<file path="src/rtl/imm_decode_ctrl_pkg.sv">
`default_nettype none
// ============================================================================
//  Module   : deco_pkg
//  Brief    : Shared types and field positions for the decode immediate path.
//  Revision : 1.0 - initial release
// ============================================================================
package deco_pkg;

    typedef enum logic [1:0] {
        FMT_NONE = 2'b00,
        FMT_S8   = 2'b01,
        FMT_S16  = 2'b10,
        FMT_U8   = 2'b11
    } fmt_t;

    typedef enum logic [0:0] {
        IDLE     = 1'b0,
        PFX_HELD = 1'b1
    } state_t;

    localparam logic [3:0] OP_PFX  = 4'hF;
    localparam int         OP_MSB  = 31;
    localparam int         OP_LSB  = 28;
    localparam int         FMT_MSB = 27;
    localparam int         FMT_LSB = 26;
    localparam int         PAY_MSB = 23;
    localparam int         PAY_W   = 24;

endpackage
`default_nettype wire

</file>
<file path="src/rtl/imm_sext.sv">
`default_nettype none
// ============================================================================
//  Module   : imm_sext
//  Brief    : Combinational sign/zero extender from W_IN to W_OUT bits.
//  Revision : 1.0 - initial release
// ============================================================================
module imm_sext #(
    parameter int W_IN  = 16,
    parameter int W_OUT = 32
) (
    input  logic [W_IN-1:0]  din,
    input  logic             sgn,
    output logic [W_OUT-1:0] dout
);

    generate
        if (W_OUT > W_IN) begin : g_extend
            assign dout = {{(W_OUT - W_IN){sgn & din[W_IN-1]}}, din};
        end else begin : g_pass
            assign dout = din[W_OUT-1:0];
        end
    endgenerate

endmodule
`default_nettype wire

</file>
<file path="src/rtl/imm_decode_ctrl.sv">
`default_nettype none
// ============================================================================
//  Module   : imm_decode_ctrl
//  Brief    : Decode-stage immediate select/extend with PFX prefix merging.
//  Revision : 1.0 - initial release
// ============================================================================
module imm_decode_ctrl
    import deco_pkg::*;
#(
    parameter int N  = 32,
    parameter int IW = 32
) (
    input  logic          clk,
    input  logic          rst,
    input  logic          in_valid,
    input  logic [IW-1:0] in_instr,
    output logic          in_ready,
    output logic          out_valid,
    input  logic          out_ready,
    output logic [IW-1:0] out_instr,
    output logic [N-1:0]  out_imm,
    output logic          out_pfx_used,
    input  logic          flush,
    output logic          pfx_err
);

    state_t             r_state;
    state_t             w_state_nxt;
    logic [PAY_W-1:0]   r_payload;
    logic [PAY_W-1:0]   w_payload_nxt;
    logic               r_out_valid;
    logic [IW-1:0]      r_out_instr;
    logic [N-1:0]       r_out_imm;
    logic               r_pfx_used;
    logic               r_pfx_err;

    logic               w_accept;
    logic               w_is_pfx;
    fmt_t               w_fmt;
    logic               w_load;
    logic               w_pfx_err_nxt;
    logic               w_used_nxt;
    logic [15:0]        w_ext_in;
    logic               w_ext_sgn;
    logic [N-1:0]       w_ext;
    logic [N-1:0]       w_merged;
    logic [N-1:0]       w_imm_nxt;

    // Flush blocks acceptance so a redirected word is never consumed.
    assign in_ready  = !flush && (!r_out_valid || out_ready);
    assign w_accept  = in_valid && in_ready;
    assign w_is_pfx  = (in_instr[OP_MSB:OP_LSB] == OP_PFX);
    assign w_fmt     = fmt_t'(in_instr[FMT_MSB:FMT_LSB]);

    always_comb begin
        w_ext_in  = '0;
        w_ext_sgn = 1'b0;
        case (w_fmt)
            FMT_S8:  begin w_ext_in = {{8{in_instr[7]}}, in_instr[7:0]}; w_ext_sgn = 1'b1; end
            FMT_S16: begin w_ext_in = in_instr[15:0];                    w_ext_sgn = 1'b1; end
            FMT_U8:  begin w_ext_in = {8'h00, in_instr[7:0]};            w_ext_sgn = 1'b0; end
            default: begin w_ext_in = '0;                                w_ext_sgn = 1'b0; end
        endcase
    end

    imm_sext #(
        .W_IN  (16),
        .W_OUT (N)
    ) u_sext (
        .din  (w_ext_in),
        .sgn  (w_ext_sgn),
        .dout (w_ext)
    );

    // Merged immediates are taken as-is, truncated to N bits.
    always_comb begin
        if (w_fmt == FMT_S16) begin
            w_merged = N'({r_payload[15:0], in_instr[15:0]});
        end else begin
            w_merged = N'({r_payload, in_instr[7:0]});
        end
    end

    always_comb begin
        w_state_nxt   = r_state;
        w_payload_nxt = r_payload;
        w_load        = 1'b0;
        w_pfx_err_nxt = 1'b0;
        w_used_nxt    = 1'b0;
        w_imm_nxt     = w_ext;
        if (w_accept) begin
            if (w_is_pfx) begin
                w_payload_nxt = in_instr[PAY_MSB:0];
                w_state_nxt   = PFX_HELD;
                w_pfx_err_nxt = (r_state == PFX_HELD);
            end else begin
                w_load      = 1'b1;
                w_state_nxt = IDLE;
                if (r_state == PFX_HELD) begin
                    if (w_fmt != FMT_NONE) begin
                        w_imm_nxt  = w_merged;
                        w_used_nxt = 1'b1;
                    end else begin
                        w_pfx_err_nxt = 1'b1;
                    end
                end
            end
        end
        if (flush) begin
            w_state_nxt = IDLE;
        end
    end

    always_ff @(posedge clk) begin
        if (rst) begin
            r_state     <= IDLE;
            r_payload   <= '0;
            r_pfx_err   <= 1'b0;
            r_out_valid <= 1'b0;
            r_out_instr <= '0;
            r_out_imm   <= '0;
            r_pfx_used  <= 1'b0;
        end else begin
            r_state   <= w_state_nxt;
            r_payload <= w_payload_nxt;
            r_pfx_err <= w_pfx_err_nxt;
            if (flush) begin
                r_out_valid <= 1'b0;
            end else if (w_load) begin
                r_out_valid <= 1'b1;
                r_out_instr <= in_instr;
                r_out_imm   <= w_imm_nxt;
                r_pfx_used  <= w_used_nxt;
            end else if (out_ready) begin
                r_out_valid <= 1'b0;
            end
        end
    end

    assign out_valid    = r_out_valid;
    assign out_instr    = r_out_instr;
    assign out_imm      = r_out_imm;
    assign out_pfx_used = r_pfx_used;
    assign pfx_err      = r_pfx_err;

endmodule
`default_nettype wire

</file>
<file path="config.mk">
export PLATFORM = sky130hd
export DESIGN_NAME = imm_decode_ctrl
export DESIGN_NICKNAME = d
export VERILOG_FILES = /design/src/rtl/imm_decode_ctrl_pkg.sv /design/src/rtl/imm_sext.sv /design/src/rtl/imm_decode_ctrl.sv
export SDC_FILE = /design/constraint.sdc
export NUM_CORES = 1
export LEC_CHECK = 0
export CORE_ASPECT_RATIO = 1.1
export CORE_MARGIN = 1.5
export CORE_UTILIZATION = 56
export CTS_BUF_LIST = sky130_fd_sc_hd__clkbuf_4 sky130_fd_sc_hd__clkbuf_8
export DETAILED_ROUTE_END_ITERATION = 12
export PLACE_DENSITY = 0.89
export SLEW_MARGIN = 0
export SYNTH_ARGS = -nofsm -noshare
export SYNTH_HDL_FRONTEND = slang
export SYNTH_SLANG_ARGS = --single-unit
</file>
<file path="constraint.sdc">
create_clock -name clk -period 3 [get_ports clk]
set_input_delay 0.6 -clock clk [delete_from_list [all_inputs] [get_ports clk]]
set_output_delay 0.6 -clock clk [all_outputs]
set_load 0.02 [all_outputs]
</file>
---- Word level (Yosys, flattened, before mapping) ----
Cells that the tools add are included.
cells by class
  reduce and logical (&&, ||, !) cells .... 12
  muxes and demuxes ....................... 19
  div/mod/pow operators ................... 0
  order comparisons ....................... 0
  multipliers ............................. 0
  shift operators ......................... 0
  bitwise operators ....................... 3
  $add $sub $neg .......................... 0
  eq/ne operators ......................... 4
operator list
  cell                                           count
  two-way mux 32 bit                             5
  case mux 16 bit (3 select lines)               1
  two-way mux 1 bit                              13
  OR reduction 2 bit                             3
  == test 2 bit, second input constant           2
  == test 4 bit, second input constant           1
  AND reduction 2 bit                            2
  nonzero test 2 bit                             2
  == test 2 x 1 -> 1 bit, second input constant  1
  logical AND 1 bit                              2
  zero test 1 bit                                2
  inverter 1 bit                                 2
  bitwise AND 1 bit                              1
  logical OR 1 bit                               1
storage, ports and cells
  memories ................................ 0
  RAM bits ................................ 0
  register bits ........................... 92
  output and inout port bits .............. 68
  ROM bits ................................ 0
  bits in latches ......................... 0

---- Longest topological paths before layout ----
  word-level depth ........................ 8
  mapped depth ............................ 7

---- Modules after synthesis ----
Synthesis repeated with hierarchy kept, for this count alone.
unflattened totals
  cells, all modules ...................... 524
  area, all modules ....................... 4755.8 µm²
by module, submodules not included
  module           area each (µm²)  times used  cells each  sequential area each (µm²)
  imm_decode_ctrl  4516.8           1           492         1841.8
  imm_sext         239.0            1           32          0.0

---- Worst setup path before layout ----
Ideal clock, no wire load.
  kind .................................... input-to-output
  from .................................... input port out_ready
  to ...................................... output port in_ready
  data required time ...................... 2400 ps
  stages .................................. 4
  setup slack ............................. 1049 ps
  arrival time ............................ 1351 ps
  path through ............................ nor2b_2 buf_4 clkbuf_1 nor2_1
between the ends
  word-level cells in the longest chain between the ends .. 2
ends and longest elaborated chain
  item               line                   source
  start, declared    imm_decode_ctrl.sv:19  input logic out_ready,
  logical OR 1 bit   imm_decode_ctrl.sv:50  assign in_ready = !flush && (!r_out_valid || out_ready);
  logical AND 1 bit  imm_decode_ctrl.sv:50
  end, declared      imm_decode_ctrl.sv:17  output logic in_ready,
Every way passes these cells.

---- Worst setup path after layout ----
Same ends and word-level chain as after synthesis.

==> results.txt <==
----------------------------------------------------
[Status]
  Status ... finished clean

[Routing]
  Number of DRC violations after detailed routing ... 0
  Post-detailed-route wirelength per cell ... a little over 20 um
  First-pass iteration count of the detailed router ... 5
  Sum of routed wire length over all layers ... between 10000 and 15000 um
  Via total after detailed routing ... between 4000 and 5000
  Drt initial violations ... slightly below 500
  Average via count per standard cell ... 6.87
  Remaining antenna violation count ... 0

[Clock network]
  # hold bufs at CTS ... 0
  Number of sinks handled by clock tree synthesis ... 92
  Clock tree from TritonCTS ... yes
  Cell at the root of the clock tree ... sky130_fd_sc_hd__clkbuf_8
  Clock tree buffer depth ... 2
  Clock transition time at the flip-flop clock pins of the worst setup and hold paths ... 0.09 ns
  Clock buffer count from CTS ... 9
  Number of resized instances in the post-cts repair step ... 0
  Post CTS Setup Buffer Count ... 0
  Clock insertion delay at the later pin of the skew report ... 0.36 ns
  Number of H-tree branching levels ... 3

[Power and ir drop]
  IR drop worst, VDD ... between 0.2 and 0.3 mV
  Leakage component of the power ... around 0.0019 uW
  Power per cell area ... around 470 mW/mm^2
  Overall power ... between 2000 and 3000 uW

[Place]
  Number of input and output port buffers inserted ... approximately 100
  Worst Setup Slack post-DPL ... ~0.18 ns
  Half-perimeter wire length of the detailed placement result ... around 8400 um
  Last weighted congestion value of the routability-driven placer ... ~0.86
  Post-DP Area ... between 0.005 and 0.006 mm^2

[Final layout]
  Register cell area after layout ... roughly 0.0018 mm^2
  Fill cell count ... slightly below 600
  Utilization after layout ... 0.743
  Signed area change from the synthesized netlist to the final layout ... 26.6%
  Area of the multi-input gates ... approximately 0.0023 mm^2
  Final cell area excluding filler cells ... approximately 0.0056 mm^2
  Number of diodes added for antenna fixing ... 0
  Layout Nets ... 585
  Fraction of final layout cells with drive strength greater than 1 ... 0.0951

[Floorplanning]
  Horizontal die dimension ... between 80 and 90 um
  Boundary pin count ... approximately 110
  Core footprint ... 0.00760 mm^2
  Total die area ... ~0.0085 mm^2
  Placement row count ... 33
  Vert. Die Dim ... between 90 and 100 um
  Effective utilization at floorplan ... 0.586

[STA]
  Ratio of final minimum period to clock period ... 0.864
  Final setup violation count ... 0
  Setup TNS ... 0 ns
  Setup repair after global routing missed its margin ... false
  Peak Freq ... about 390 MHz
  Post-Route Skew ... roughly 0.010 ns
  Final hold vios ... 0
  Final worst path period need ... ~2.6 ns
  Final count of pins violating max slew ... 0
  Setup ws final ... ~0.41 ns
  Tightest Pin Transition ... about 1.3 ns
  Worst slew slack as a fraction of its limit ... 0.118

[Run]
  Total of max-cap violations ... 0

[Critical path]
  Critical Path Start Type ... input port
  Arrival @ worst endpoint ... ~2 ns
  CP Capture Type ... output port
  Classification of the worst setup path ... in -> out
  Required time of the critical path ... 2.40 ns
  Reg-to-reg critical path endpoint ... out_instr[31]$_SDFFE_PP0P_
  Top fanout value on the critical path ... 10
  RR Startpoint ... out_valid$_SDFFE_PP0P_
  Reg2Reg Depth ... 3
  Setup slack, reg-to-reg ... slightly above 1 ns

[Yosys]
  Fraction of synthesized cell area taken by the top area cell type ... 0.413
  Post-Syn Area ... ~0.0045 mm^2
  Sequential-to-total area share from yosys stat ... 0.413
  Most used DFF post-synth ... sky130_fd_sc_hd__dfxtp_1
  Count of synthesis-stage warnings from yosys ... 0
  Most frequently used cell type in the post-synthesis netlist ... sky130_fd_sc_hd__dfxtp_1
  Post-Syn Nets ... around 530
  List of most frequent post-synthesis cells ... sky130_fd_sc_hd__dfxtp_1, sky130_fd_sc_hd__a21oi_1, sky130_fd_sc_hd__nand4_1
  Register bit count reported by yosys ... approximately 90
  Distinct cell type count of the synthesized netlist ... 36
  Avg Synthesized Cell Area ... between 9 and 10 um^2
  Count of flip-flops with a built-in enable after synthesis ... 0
  Most area-hungry cell type in the Yosys netlist ... sky130_fd_sc_hd__dfxtp_1
  Synth top area cells ... sky130_fd_sc_hd__dfxtp_1, sky130_fd_sc_hd__o31ai_1, sky130_fd_sc_hd__nand4_1
  Synth async-reset ratio ... 0
  Gate count of the mapped netlist ... ~490

[Global routing]
  GRT overflow ... 0
  Antenna violations before repair ... 0
  Maximum number of pins on one net before global-route repair ... 81
  Number of global-route vias before repair ... approximately 4200
  Wire length of the first global-routing pass ... between 20000 and 25000 um
  Global-route usage over all layers ... 0.318

[Worst hold path]
  Destination of the worst hold path ... r_payload[20]$_SDFFE_PP0P_
  Hold path cells ... 2
  Min-delay worst type ... reg -> reg
  Hold wc startpoint ... r_payload[20]$_SDFFE_PP0P_

----------------------------------------------------
==> report_power, final <==
group / switching, uW / internal [uW] / leakage [uW]
clock: 445 / 458 / 0.000109
sequential: 28.3 / 1270 / 0.000750
combinational: 255 / 196 / 0.00105
total: 728 / 1920 / 0.00191
==> cell families after synthesis <==
logic type               count (synthesis)  share of synthesized area
flip-flops                              92                      0.413
AO/OA/AOI/OAI                          195                      0.311
AND/OR/NAND/NOR                        102                      0.136
multiplexers                            16                     0.0404
buffers and inverters                   77                     0.0814
adder cells (fa/ha/maj)                  6                     0.0168
==> sequential cells by signal, summed over array words and instances, names as in the netlist <==
signal / flops
out_imm: 32
r_state: 1
pfx_err: 1
out_pfx_used: 1
out_instr: 32
out_valid: 1
r_payload: 24
==> how the worst max path moves through the flow <==
stage	startpoint	endpoint	cells after the start
6_report	out_ready	in_ready	4
5_1_grt	out_ready	in_ready	4
4_1_cts	out_ready	in_ready	4
3_5_place_dp	in_instr[31]	out_imm[17]$_SDFFE_PP0P_	4
3_3_place_gp	in_instr[31]	out_instr[30]$_SDFFE_PP0P_	4
2_1_floorplan	out_ready	in_ready	4
==> routing by layer <==
metal	up-vias	routed length [um]	GRT usage
met5	-	0	0
met4	0	340	0.132
met1	2193	5570	0.422
met2	213	6470	0.520
met3	32	918	0.0450
li1	2044	-	-
==> per-stage QoR <==
stage                     hold WS, ns  instances
after floorplan                 0.446        488
after global placement          0.455        636
after detailed placement        0.460        636
after CTS                       0.473        652
after global routing            0.497        652
final                           0.471        652
==> cell type report <==
class | count | share of cell area
clock inverter | 4 | 0.00976
inverter | 4 | 0.00266
sequential | 92 | 0.326
clock buffer | 12 | 0.0293
timing repair buffer | 116 | 0.206
tap | 105 | 0.0233
multi-input combinational | 319 | 0.402
==> cells in the final DEF, fill, tap and decap left out, types with 2 or more instances in the layout <==
cell type | synthesis | final
sky130_fd_sc_hd__a21oi_1 | 54 | 54
sky130_fd_sc_hd__a22o_1 | 8 | 8
sky130_fd_sc_hd__a311oi_1 | 24 | 24
sky130_fd_sc_hd__a31oi_1 | 25 | 25
sky130_fd_sc_hd__a41o_1 | 8 | 8
sky130_fd_sc_hd__buf_12 | 0 | 3
sky130_fd_sc_hd__buf_4 | 6 | 9
sky130_fd_sc_hd__clkbuf_8 | 0 | 12
sky130_fd_sc_hd__clkdlybuf4s50_1 | 0 | 103
sky130_fd_sc_hd__dfxtp_1 | 92 | 92
sky130_fd_sc_hd__ha_1 | 6 | 6
sky130_fd_sc_hd__inv_1 | 3 | 3
sky130_fd_sc_hd__mux2_2 | 16 | 16
sky130_fd_sc_hd__nand2_1 | 15 | 15
sky130_fd_sc_hd__nand2b_1 | 10 | 8
sky130_fd_sc_hd__nand2b_2 | 0 | 2
sky130_fd_sc_hd__nand3_1 | 10 | 10
sky130_fd_sc_hd__nand4_1 | 54 | 54
sky130_fd_sc_hd__nor2_1 | 2 | 2
sky130_fd_sc_hd__nor2b_4 | 0 | 2
sky130_fd_sc_hd__nor3_1 | 2 | 2
sky130_fd_sc_hd__o211ai_1 | 8 | 8
sky130_fd_sc_hd__o221a_1 | 4 | 4
sky130_fd_sc_hd__o311a_1 | 8 | 8
sky130_fd_sc_hd__o31ai_1 | 53 | 53
==> worst max-delay path: stages <==
cell	delay (ns)
sky130_fd_sc_hd__clkdlybuf4s50_1	0.47
sky130_fd_sc_hd__nor2b_4	0.29
sky130_fd_sc_hd__nor2_1	0.07
sky130_fd_sc_hd__clkdlybuf4s50_1	0.55
Note: power is estimated with default switching activity, not from simulation.
